### src/rtl/ysyx_22040895_ifu_fq.sv
// Instruction-fetch unit with a decoupled imem port and an in-order fetch queue.
// Entries are reserved at issue and filled in order as responses return.
module ysyx_22040895_ifu_fq #(
  parameter int          XLEN     = 64,
  parameter int          ILEN     = 32,
  parameter logic [63:0] RESET_PC = 64'h8000_0000,
  parameter int          DEPTH    = 4
) (
  input  logic            clk,
  input  logic            rst,
  output logic            req_valid,
  input  logic            req_ready,
  output logic [XLEN-1:0] req_addr,
  input  logic            resp_valid,
  input  logic [ILEN-1:0] resp_data,
  input  logic            resp_err,
  input  logic            redirect_valid,
  input  logic [XLEN-1:0] redirect_pc,
  output logic            out_valid,
  input  logic            out_ready,
  output logic [ILEN-1:0] out_inst,
  output logic [XLEN-1:0] out_pc,
  output logic            out_err
);

  localparam int AW = $clog2(DEPTH);
  localparam int CW = AW + 1;
  localparam logic [XLEN-1:0] RPC = RESET_PC[XLEN-1:0];

  typedef logic [AW-1:0] ptr_t;
  typedef logic [CW-1:0] cnt_t;

  logic            run;
  logic [XLEN-1:0] fetch_pc;
  ptr_t            head;
  ptr_t            tail;
  ptr_t            fptr;
  cnt_t            count;
  cnt_t            pend;
  cnt_t            drop;
  cnt_t            owed;

  logic [XLEN-1:0] pc_q   [DEPTH];
  logic [ILEN-1:0] inst_q [DEPTH];
  logic [DEPTH-1:0] err_q;
  logic [DEPTH-1:0] fill_q;

  logic issue;
  logic pop;
  logic take;
  logic disc;

  assign req_valid = run & ~redirect_valid
                   & (count < cnt_t'(DEPTH));
  assign req_addr  = fetch_pc;
  assign issue     = req_valid & req_ready;

  assign out_valid = fill_q[head] & (count != '0)
                   & ~redirect_valid;
  assign pop       = out_valid & out_ready;
  assign out_inst  = inst_q[head];
  assign out_pc    = pc_q[head];
  assign out_err   = err_q[head];

  // Responses owed to a flushed path are swallowed before any fill.
  assign take = resp_valid & (drop == '0) & (pend != '0);
  assign disc = resp_valid & (drop != '0);
  assign owed = pend + drop;

  always_ff @(posedge clk or negedge rst) begin
    if (!rst) begin
      run      <= 1'b0;
      fetch_pc <= RPC;
      head     <= '0;
      tail     <= '0;
      fptr     <= '0;
      count    <= '0;
      pend     <= '0;
      drop     <= '0;
      err_q    <= '0;
      fill_q   <= '0;
      for (int i = 0; i < DEPTH; i++) begin
        pc_q[i]   <= '0;
        inst_q[i] <= '0;
      end
    end else begin
      run <= 1'b1;
      if (redirect_valid) begin
        fetch_pc <= {redirect_pc[XLEN-1:2], 2'b00};
        head     <= '0;
        tail     <= '0;
        fptr     <= '0;
        count    <= '0;
        pend     <= '0;
        drop     <= owed - cnt_t'(resp_valid && owed != '0);
        err_q    <= '0;
        fill_q   <= '0;
        for (int i = 0; i < DEPTH; i++) begin
          pc_q[i]   <= '0;
          inst_q[i] <= '0;
        end
      end else begin
        if (issue) begin
          pc_q[tail]   <= fetch_pc;
          fill_q[tail] <= 1'b0;
          tail         <= tail + ptr_t'(1);
          fetch_pc     <= fetch_pc + XLEN'(4);
        end
        if (take) begin
          inst_q[fptr] <= resp_data;
          err_q[fptr]  <= resp_err;
          fill_q[fptr] <= 1'b1;
          fptr         <= fptr + ptr_t'(1);
        end
        if (disc) begin
          drop <= drop - cnt_t'(1);
        end
        if (pop) begin
          fill_q[head] <= 1'b0;
          head         <= head + ptr_t'(1);
        end
        count <= count + cnt_t'(issue) - cnt_t'(pop);
        pend  <= pend + cnt_t'(issue) - cnt_t'(take);
      end
    end
  end

endmodule
### config.mk
export PLATFORM = sky130hd
export DESIGN_NAME = ysyx_22040895_ifu_fq
export DESIGN_NICKNAME = d
export VERILOG_FILES = /design/src/rtl/ysyx_22040895_ifu_fq.sv
export SDC_FILE = /design/constraint.sdc
export NUM_CORES = 1
export LEC_CHECK = 0
export CORE_MARGIN = 3
export CORE_UTILIZATION = 40
export DETAILED_ROUTE_END_ITERATION = 7
export HOLD_SLACK_MARGIN = 0.12
export SETUP_SLACK_MARGIN = 0.3
export SYNTH_ARGS = -nofsm -noshare
export SYNTH_HDL_FRONTEND = slang
export SYNTH_SLANG_ARGS = --single-unit
### constraint.sdc
create_clock -name clk -period 5.5 [get_ports clk]
set_input_delay 1.1 -clock clk [delete_from_list [all_inputs] [get_ports clk]]
set_output_delay 1.1 -clock clk [all_outputs]
set_load 0.02 [all_outputs]
==> metrics.md <==
| Metric | Value |
|---|---|
| Drt first pass iters | 7 |
| Worst Path Class, Setup | reg2out |
| Antenna violations before repair | 3 |
| Cell area after synthesis | about 0.023 mm^2 |
| Worst Path Arrival | 3.11 ns |
| CTS resizes | 0 |
| Syn avg cell area | around 9.4 um^2 |
| Die W | around 240 um |
| Mux contribution to synthesized area | 0.0999 |
| Most frequent cell after synthesis | nand2_1 |
| Clk_skew | 0.0140 ns |
| CTS tree | built |
| Unique masters post-synth | 65 |
| Area share of the largest cell type after synthesis | 0.515 |
| Busiest grt layer | met2 |
| Critical R2R Launch | head[1] |
| Maximum VDD drop | 234 uV |
| Die height | around 240 um |
| Final wirelength | 70,000 um |
| Vias | roughly 18,000 |
| Post-layout net count | approximately 2,700 |
| Gate Count Post-Synth | approximately 2,400 |
| M1 GR Usage | 0.316 |
| Asr flop ratio synth | 1.00 |
| Clock Tree Buf Depth | 3 |
| Port Buf Inserts | roughly 260 |
| Initial DRC count | approximately 1,500 |
| Register area | approximately 0.012 mm^2 |
| Post-DP HPWL | around 42,000 um |
| Setup Buffers After CTS | 0 |
| Simple-gate portion of the synthesized area | 0.197 |
| Root Driver | clkbuf_16 |
| Wire length per cell | 21.1 um |
| CTS H-Tree Depth | 2 |
| Hold crit path type | reg2reg |
| Least-Margin Pin Slew | between 1 and 1.5 ns |
| Area of the multi-input gates | a little under 0.01 mm^2 |
| Leading post-synthesis cells by cell area | dfrtp_1, nand2_1, mux4_2, a21oi_1, clkbuf_1 |
| Clock Pin Slew Worst Setup and Hold Paths | ~0.060 ns |
| FMAX | about 240 MHz |
| Clk_lat worst skew | a little under 0.6 ns |
| PD cells | ~300 mW/mm^2 |
| Sequential element share of the synthesized area | 0.516 |
| Met2 Use GR | 0.381 |
| Max Slew Vio Count | 0 |
| Syn-to-layout area delta | 20.8% |
| Routed vias/inst | 5.53 |
| Total CTS buffers | 52 |
| Worst-path fanout max | 38 |
| Filler cells | roughly 5,200 |
| Status | finished, final reports clean |
| Leakage | 10.8 nW |
| CTS hold repair buffers | 0 |
| Post-synthesis adder-cell area fraction | 0.0143 |
| Placement Setup Slack | approximately 1.6 ns |
| Row count | 86 |
| GR met3 Demand/Resource | 0.0411 |
| # IOs | roughly 270 |
| Slew headroom | 0.243 |
| Largest family of logic cells by synthesized area | simple AND/OR/NAND/NOR gates |
| Share of post-route cells with drive strength above 1 | 0.0975 |
| DR DRC count | 0 |
| RSZ-0062 raised after global routing | no |
| Flops & latches, synth | 466 |
| Vias in the first global route | 18,882 |
| Final Setup Violations | 0 |
| Post-synth top area cell | dfrtp_1 |
| First-pass GRT wire length | 109,000 um |
| ANT cells | 0 |
| CP Data Required Time | around 4.4 ns |
| Final worst slack | 1.29 ns |
| Gr usage total | 0.233 |
| Core box area | around 0.056 mm^2 |
| Setup crit start | head[1] |
| Maxcap violations | 0 |
| Min Tclk post-route | about 4.2 ns |
| Worst Setup Start Kind | register |
| Post-synth EDFFs | 0 |
| ANT nets after route | 0 |
| Post-synth top cells | nand2_1, dfrtp_1, a21oi_1 |
| Final GP Congestion | 0.794 |
| Synth Area in XOR/XNOR | 0.0101 |
| Synth Area in Compound Gates | 0.116 |
| Hold wc startpoint | inst_q[104] |
| CTS sink count | 466 |
| Grt ovf | 0 |
| Final setup TNS | 0 ns |
| Yosys warns | 0 |
| Main synth FF type | dfrtp_1 |
| Largest net degree at the start of global routing | roughly 120 |
| CP endpoint kind | output port |
| Initial core utilization | 0.407 |
| Final Hold Viols | 0 |
| Die ar. | a little under 0.06 mm^2 |
| Part of the cycle the worst path needs | 0.765 |
## layout make-up
type	count	share of cell area
tap	748	0.0343
clock inverter	9	0.00453
clock buffer	83	0.0571
inverter	43	0.00591
sequential	466	0.427
multi-input combinational	1674	0.363
timing repair buffer	299	0.108
## logic make-up (layout without fill, tap and decap cells)
kind of cell | count (synthesis) | after routing
AOI/OAI and AO/OA | 479 | 479
xor gates and xnor gates | 26 | 26
adders and majority gates | 24 | 24
buffers and inverters | 257 | 434
DFF | 466 | 466
muxes | 104 | 104
other | 2 | 3
and+or+nand+nor | 1038 | 1038
## cells in the final DEF (no fill, tap or decap), types with 19 or more instances in the layout
master and instances:
a21oi_1 395, buf_4 35, nand4_1 19, nor2b_1 20, clkbuf_16 53, nor2_1 41, clkdlybuf4s50_1 259, nand2_1 806
o21ai_0 22, nor3_1 43, nand3_1 21, ha_1 21, mux4_2 97, a221oi_1 19, dfrtp_1 463, inv_1 43
## per-layer routing
| layer | up-vias | share of wire |
|---|---|---|
| li1 | 8370 | - |
| met1 | 9222 | 0.43 |
| met2 | 647 | 0.48 |
| met3 | 127 | 0.066 |
| met4 | 6 | 0.026 |
| met5 | - | 0.00056 |
## where the power goes
part / internal, W / switching [W] / total, W / leakage, nW
Clock: 0.00207 / 0.00141 / 0.00348 / 0.827
Sequential: 0.00352 / 0.000167 / 0.00369 / 6.33
Combinational: 0.000347 / 0.000480 / 0.000827 / 3.65
Total: 0.00593 / 0.00206 / 0.00799 / 10.8
## critical path, cell delays in order, from the launching register on
cell and delay, ns:
dfrtp_4 0.88, buf_4 0.59, mux4_2 0.46, clkdlybuf4s50_1 0.57
## per-stage QoR
step	util	hold WS (ns)	power, W	cells	instance area [um^2]
3_3_place_gp	0.462	0.505	0.00456	3230	25600
5_1_grt	0.492	0.536	0.00829	3322	27300
3_5_place_dp	0.462	0.512	0.00458	3230	25600
6_report	0.492	0.517	0.00799	3322	27300
4_1_cts	0.492	0.521	0.00808	3322	27300
2_1_floorplan	-	0.497	0.00414	2397	22600
## final timing paths
kind,to,slack [ns],depth (start not counted)
max,out_pc[20],1.29,3
min,inst_q[104],0.52,2
max reg2reg,count[2],2.12,10
min reg2reg,inst_q[104],0.52,2
max in group asynchronous,req_addr[32],3.71,2
min in group asynchronous,inst_q[116],0.60,1
## flip-flops by register name, indices dropped and copies added, names as in the netlist
register / count
inst_q: 128
pend: 3
run: 1
head: 2
err_q: 4
req_addr: 62
fill_q: 4
count: 3
fptr: 2
tail: 2
pc_q: 252
drop: 3
(Power assumes the default switching activity.)
